### config.mk
export PLATFORM = sky130hd
export DESIGN_NAME = scope_trigger_capture
export DESIGN_NICKNAME = d
export VERILOG_FILES = /design/src/rtl/scope_trigger_capture_pkg.sv /design/src/rtl/scope_trigger_capture_sample_ram.sv /design/src/rtl/scope_trigger_capture.sv
export SDC_FILE = /design/constraint.sdc
export NUM_CORES = 2
export LEC_CHECK = 0
export CAP_MARGIN = 40
export CELL_PAD_IN_SITES_DETAIL_PLACEMENT = 0
export CELL_PAD_IN_SITES_GLOBAL_PLACEMENT = 1
export CORE_MARGIN = 5
export CORE_UTILIZATION = 37
export DETAILED_ROUTE_END_ITERATION = 10
export PLACE_DENSITY = 0.55
export SLEW_MARGIN = 15
export SYNTH_ARGS = -nofsm -noshare
export SYNTH_HDL_FRONTEND = slang
export SYNTH_HIERARCHICAL = 1
export SYNTH_SLANG_ARGS = --single-unit
export TNS_END_PERCENT = 10
### constraint.sdc
create_clock -name slow_clk -period 7.9 [get_ports slow_clk]
set_input_delay 1.58 -clock slow_clk [delete_from_list [all_inputs] [get_ports slow_clk]]
set_output_delay 1.58 -clock slow_clk [all_outputs]
set_load 0.005 [all_outputs]
### src/rtl/scope_trigger_capture_pkg.sv
// Shared types and defaults for the scope capture stage and its synchroniser bench.
// Latency: n/a (types only).
// Backpressure: n/a.
package scope_pkg;

  localparam int DATA_W = 12;
  localparam int DEPTH  = 256;
  localparam int ADDR_W = 8;

  typedef enum logic [2:0] {
    IDLE,
    PRE,
    WAIT,
    POST,
    DONE
  } state_e;

  localparam logic SLOPE_RISE = 1'b0;
  localparam logic SLOPE_FALL = 1'b1;

endpackage

### src/rtl/scope_trigger_capture_sample_ram.sv
// Capture buffer: one write port, one registered read port, old data on same-address collision.
// Latency: read data appears one clk after rd_addr; writes land on the same edge.
// Backpressure: none; a write is accepted on every cycle wr_en is high.
// Ports: clk/reset (sync, active-high, clears only the read register), wr_en/wr_addr/wr_data,
//        rd_addr in, rd_data out.
module scope_sample_ram
  import scope_pkg::*;
#(
  parameter int DW = scope_pkg::DATA_W,
  parameter int DP = scope_pkg::DEPTH,
  parameter int AW = scope_pkg::ADDR_W
) (
  input  logic          clk,
  input  logic          reset,
  input  logic          wr_en,
  input  logic [AW-1:0] wr_addr,
  input  logic [DW-1:0] wr_data,
  input  logic [AW-1:0] rd_addr,
  output logic [DW-1:0] rd_data
);

  logic [DW-1:0] mem [DP];
  logic [DW-1:0] rd_data_d;
  logic [DW-1:0] rd_data_q;

  // Contents are never cleared; reset only affects the output register.
  always_ff @(posedge clk) begin
    if (wr_en) begin
      mem[wr_addr] <= wr_data;
    end
  end

  // Array read happens before the same-edge write commits, giving old data on collision.
  always_comb begin
    rd_data_d = mem[rd_addr];
  end

  always_ff @(posedge clk) begin
    if (reset) begin
      rd_data_q <= '0;
    end else begin
      rd_data_q <= rd_data_d;
    end
  end

  assign rd_data = rd_data_q;

endmodule

### src/rtl/scope_trigger_capture.sv
// Level/slope triggered frame capture into a circular buffer with programmable pre-trigger depth.
// Latency: trigger/done flags update on the edge consuming the sample; rd_data one clk after rd_addr.
// Backpressure: none; every sample_valid cycle in PRE/WAIT/POST is consumed.
// Ports: slow_clk/reset (sync, active-high); sample_valid/sample stream in; arm, trig_level,
//        trig_slope, pretrig, force_trig control; rd_addr/rd_data readback; busy, triggered,
//        done, trig_addr, start_addr status.
module scope_trigger_capture
  import scope_pkg::*;
#(
  parameter int DATA_W = scope_pkg::DATA_W,
  parameter int DEPTH  = scope_pkg::DEPTH,
  parameter int ADDR_W = scope_pkg::ADDR_W
) (
  input  logic              slow_clk,
  input  logic              reset,
  input  logic              sample_valid,
  input  logic [DATA_W-1:0] sample,
  input  logic              arm,
  input  logic [DATA_W-1:0] trig_level,
  input  logic              trig_slope,
  input  logic [ADDR_W-1:0] pretrig,
  input  logic              force_trig,
  input  logic [ADDR_W-1:0] rd_addr,
  output logic [DATA_W-1:0] rd_data,
  output logic              busy,
  output logic              triggered,
  output logic              done,
  output logic [ADDR_W-1:0] trig_addr,
  output logic [ADDR_W-1:0] start_addr
);

  state_e              state_q, state_d;
  logic [ADDR_W-1:0]   wr_ptr_q, wr_ptr_d;
  logic [ADDR_W-1:0]   cnt_q, cnt_d;
  logic [ADDR_W-1:0]   post_cnt_q, post_cnt_d;
  logic [ADDR_W-1:0]   pretrig_q, pretrig_d;
  logic [DATA_W-1:0]   prev_q, prev_d;
  logic                prev_valid_q, prev_valid_d;
  logic                force_pend_q, force_pend_d;
  logic                triggered_q, triggered_d;
  logic                done_q, done_d;
  logic [ADDR_W-1:0]   trig_addr_q, trig_addr_d;
  logic [ADDR_W-1:0]   start_addr_q, start_addr_d;

  logic                wr_en;
  logic                crossing;
  logic [ADDR_W-1:0]   post_len;

  // Slope crossing between the previous and current sample, unsigned full width.
  always_comb begin
    if (trig_slope == SLOPE_FALL) begin
      crossing = prev_valid_q && (prev_q > trig_level) && (sample <= trig_level);
    end else begin
      crossing = prev_valid_q && (prev_q < trig_level) && (sample >= trig_level);
    end
  end

  // Samples still owed after the trigger sample so the frame totals DEPTH.
  assign post_len = ADDR_W'(DEPTH - 1) - pretrig_q;

  always_comb begin
    state_d      = state_q;
    wr_ptr_d     = wr_ptr_q;
    cnt_d        = cnt_q;
    post_cnt_d   = post_cnt_q;
    pretrig_d    = pretrig_q;
    prev_d       = prev_q;
    prev_valid_d = prev_valid_q;
    force_pend_d = force_pend_q;
    triggered_d  = triggered_q;
    done_d       = done_q;
    trig_addr_d  = trig_addr_q;
    start_addr_d = start_addr_q;
    wr_en        = 1'b0;

    if (arm) begin
      // pretrig is ADDR_W bits wide, so it is already bounded by DEPTH-1.
      pretrig_d    = pretrig;
      cnt_d        = '0;
      done_d       = 1'b0;
      triggered_d  = 1'b0;
      prev_valid_d = 1'b0;
      force_pend_d = 1'b0;
      state_d      = (pretrig == '0) ? WAIT : PRE;
    end else begin
      if (sample_valid && (state_q == PRE || state_q == WAIT || state_q == POST)) begin
        wr_en        = 1'b1;
        wr_ptr_d     = wr_ptr_q + ADDR_W'(1);
        prev_d       = sample;
        prev_valid_d = 1'b1;
      end

      case (state_q)
        PRE: begin
          if (sample_valid) begin
            cnt_d = cnt_q + ADDR_W'(1);
            if (cnt_d == pretrig_q) begin
              state_d = WAIT;
            end
          end
        end
        WAIT: begin
          if (sample_valid && (crossing || force_pend_q)) begin
            triggered_d  = 1'b1;
            trig_addr_d  = wr_ptr_q;
            start_addr_d = wr_ptr_q - pretrig_q;
            force_pend_d = 1'b0;
            post_cnt_d   = post_len;
            if (post_len == '0) begin
              state_d = DONE;
              done_d  = 1'b1;
            end else begin
              state_d = POST;
            end
          end else if (force_trig) begin
            // A force arriving with a non-triggering sample applies to the next one.
            force_pend_d = 1'b1;
          end
        end
        POST: begin
          if (sample_valid) begin
            post_cnt_d = post_cnt_q - ADDR_W'(1);
            if (post_cnt_q == ADDR_W'(1)) begin
              state_d = DONE;
              done_d  = 1'b1;
            end
          end
        end
        default: begin
        end
      endcase
    end
  end

  always_ff @(posedge slow_clk) begin
    if (reset) begin
      state_q      <= IDLE;
      wr_ptr_q     <= '0;
      cnt_q        <= '0;
      post_cnt_q   <= '0;
      pretrig_q    <= '0;
      prev_q       <= '0;
      prev_valid_q <= 1'b0;
      force_pend_q <= 1'b0;
      triggered_q  <= 1'b0;
      done_q       <= 1'b0;
      trig_addr_q  <= '0;
      start_addr_q <= '0;
    end else begin
      state_q      <= state_d;
      wr_ptr_q     <= wr_ptr_d;
      cnt_q        <= cnt_d;
      post_cnt_q   <= post_cnt_d;
      pretrig_q    <= pretrig_d;
      prev_q       <= prev_d;
      prev_valid_q <= prev_valid_d;
      force_pend_q <= force_pend_d;
      triggered_q  <= triggered_d;
      done_q       <= done_d;
      trig_addr_q  <= trig_addr_d;
      start_addr_q <= start_addr_d;
    end
  end

  scope_sample_ram #(
    .DW (DATA_W),
    .DP (DEPTH),
    .AW (ADDR_W)
  ) u_ram (
    .clk     (slow_clk),
    .reset   (reset),
    .wr_en   (wr_en),
    .wr_addr (wr_ptr_q),
    .wr_data (sample),
    .rd_addr (rd_addr),
    .rd_data (rd_data)
  );

  assign busy       = (state_q == PRE) || (state_q == WAIT) || (state_q == POST);
  assign triggered  = triggered_q;
  assign done       = done_q;
  assign trig_addr  = trig_addr_q;
  assign start_addr = start_addr_q;

endmodule

==> reports/qor.txt <==
status = finished clean
max-cap violations = 0
Initial Util = 37.2%
Final Util = 42.9%
Comb power frac = 4.9%
Reg clk slew, reported paths = 0.06 ns
Detail Route Antenna Nets = 0
root cell of the clock tree = clkbuf_16
Worst Setup End Kind = register
Skew-Pair Late Insertion Delay = 0.92 ns
Primary FF master, synth = edfxtp_1
Yosys top cell area share = 74.3%
CTS max path bufs = 4
Synth Instances = 6,039
hold_buf cts = 0
DP Area = 132,000 um2
postcts setup bufs = 0
Tot GR Track Use = 20.5%
initial antenna violation count = 27
Layout Nets = 6,659
Leak Pwr = 46.2 nW
Clock Power Share = 44.4%
Die Footprint = 347,000 um2
Int Pwr = 0.0283 W
dpl hpwl = 229 mm
Pwr Total = 0.0362 W
H-Tree Depth = 5
io pins = 77
Avg Synthesized Cell Area = 20.6 um2
vias per cell = 5.64
setup TNS = 0 ns
synthesized area = 124,000 um2
Reg power frac = 50.7%
gr ovfl total = 0
die height = 589 um
final hold violation count = 0
Hold Crit Class = register to register
crit share post-route = 61.5%
clk_skew = 0.0380 ns
slowest stage delay, CP = 0.56 ns
drt drc = 0
crit path time final = 4.86 ns
Core ar. = 334,000 um2
vias in the first global route = 63,500
Startpoint Class = input port
First-pass DRT Iterations = 6
Slew Viols, Final = 0
final setup fails = 0
worst-path cell with the longest stage delay = buf_12
CP max FO = 82
area grow syn2layout = 15.4%
Ys Warns = 6
cell taking the most area after synthesis = edfxtp_1
Worst Path Arrival = 5.69 ns
Area contributors post-synth = edfxtp_1 74%, mux4_2 9.3%, mux2i_1 3.1%
pin slew with the least headroom to its limit = 1.11 ns
PD cells = 253 nW/um2
RSZ-0062 raised after global routing = false
count of different cell masters after synthesis = 86
layout cells sized above 1 = 22.7%
Post-synth EDFFs = 3,072
DR vias = 63,500
row cnt = 212
Seq/Total Area, Yosys = 75.5%
TritonCTS Sinks = 3,151
Total Wirelength = 364 mm
flops & latches, synth = 3,151
IO buf count = 76
DR WL/cell = 32.3 um
most frequent cell after synthesis = edfxtp_1
die width = 589 um
first-pass GRT wire length = 508 mm
RePlAce Congestion = 0.818
synth cell count leaders = 3,072 x edfxtp_1, 514 x mux4_2, 393 x nor2_1
Worst EP required = 8.74 ns
CP cell instances = buf_6 > buf_12 > inv_4 > nor2_4 > buf_4 > a221oi_2 > a22oi_1 > o2111ai_1 > nor2_1 > o21bai_1
CTS tree = done
detailed router's first-iteration violation count = 6,583
FMAX = 206 MHz
Num CTS Buffers = 347
switching power of the nets = 0.00792 W
peak supply drop = 0.000174 V
Rel. slew slack = 26.2%
syn nets = 6,121
Final Cell Area = 143,000 um2
Post-synth ARST share = 0%
post-cts resize count = 0
R2R Setup Slk = 4.02 ns
Switching Fraction = 21.9%
critical path class = input port to register
largest net degree at the start of global routing = 149
-- flip-flops by register name (all words and copies together) (netlist names) --
signal	count
u_ram/mem	3072
prev_q	12
u_ram/rd_data	12
cnt_q	8
post_cnt_q	8
pretrig_q	8
start_addr	8
trig_addr	8
wr_ptr_q	8
state_q	3
done	1
force_pend_q	1
prev_valid_q	1
triggered	1
-- path summary, 6_finish.rpt --
path | from | end | depth (start not counted)
hold reg to reg | start_addr[1] | start_addr[1] | 2
setup reg to reg | state_q[0] | u_ram/mem[145][6] | 9
setup / recovery | rd_addr[2] | u_ram/rd_data[8] | 10
hold / removal | start_addr[1] | start_addr[1] | 2
-- stage by stage --
stage / std cells / hold WS [ns] / worst slack [ns]
floorplan: 6039 / 0.436 / 3.45
global placement: 10500 / 0.454 / 1.66
detailed placement: 10600 / 0.449 / 2.17
CTS: 11200 / 0.461 / 3.13
global route: 11300 / 0.488 / 2.99
finish: 11300 / 0.458 / 3.04
-- kinds of logic after synthesis --
| logic type | count (synthesis) | synth area share [%] |
|---|---|---|
| simple gates | 760 | 2.72 |
| fa+ha+maj | 36 | 0.369 |
| xor+xnor | 31 | 0.219 |
| flops | 3151 | 75.5 |
| buf+inv | 385 | 2.35 |
| compound gates | 648 | 3.70 |
| mux | 1028 | 15.1 |
-- worst max-delay path: cells and delay by family --
family / cells / cell delay [ns]
compound gates: 4 / 1.22
simple gates: 2 / 0.75
buf+inv: 4 / 1.83
-- power by group through the flow --
stage / Sequential [W] / Combinational [W] / Clock (W)
after detailed placement: 0.0187 / 0.00180 / 0
final: 0.0184 / 0.00178 / 0.0161
after CTS: 0.0184 / 0.00180 / 0.0164
after global routing: 0.0184 / 0.00187 / 0.0171
after global placement: 0.0187 / 0.00176 / 0
after floorplan: 0.0187 / 0.000932 / 0
-- metal layers --
layer	vias to the layer above	track usage, %	wire (um)
met5	-	0	10
met4	2	6.06	11300
met3	474	2.70	21900
met2	2184	33.7	177000
met1	34500	28.9	154000
li1	26400	-	-
-- cell usage in the layout, fill, tap and decap left out, types with 52 or more instances in the layout --
cell type | Yosys | final
nand3_1 | 57 | 57
o221ai_1 | 138 | 138
o22ai_1 | 91 | 91
nand2_1 | 137 | 136
a21oi_1 | 110 | 110
a22oi_1 | 52 | 52
mux4_2 | 514 | 514
dfxtp_1 | 79 | 79
mux4_1 | 127 | 127
clkbuf_1 | 115 | 63
edfxtp_1 | 3072 | 3072
mux2i_1 | 387 | 387
clkbuf_16 | 0 | 349
clkdlybuf4s50_1 | 0 | 58
buf_4 | 22 | 386
nor2_1 | 393 | 380
clkinv_1 | 3 | 73
o21ai_0 | 97 | 95
clkinv_2 | 0 | 69
-- cell type report --
| class | instances | area, um2 |
|---|---|---|
| clock buffer | 423 | 9120 |
| antenna | 8 | 20.0 |
| tap | 4387 | 5490 |
| inverter | 35 | 141 |
| multi-input combinational | 2503 | 27600 |
| clock inverter | 215 | 2230 |
| fill | 28900 | 191000 |
| timing repair buffer | 539 | 4950 |
| sequential | 3151 | 93800 |
(Power assumes the default switching activity.)
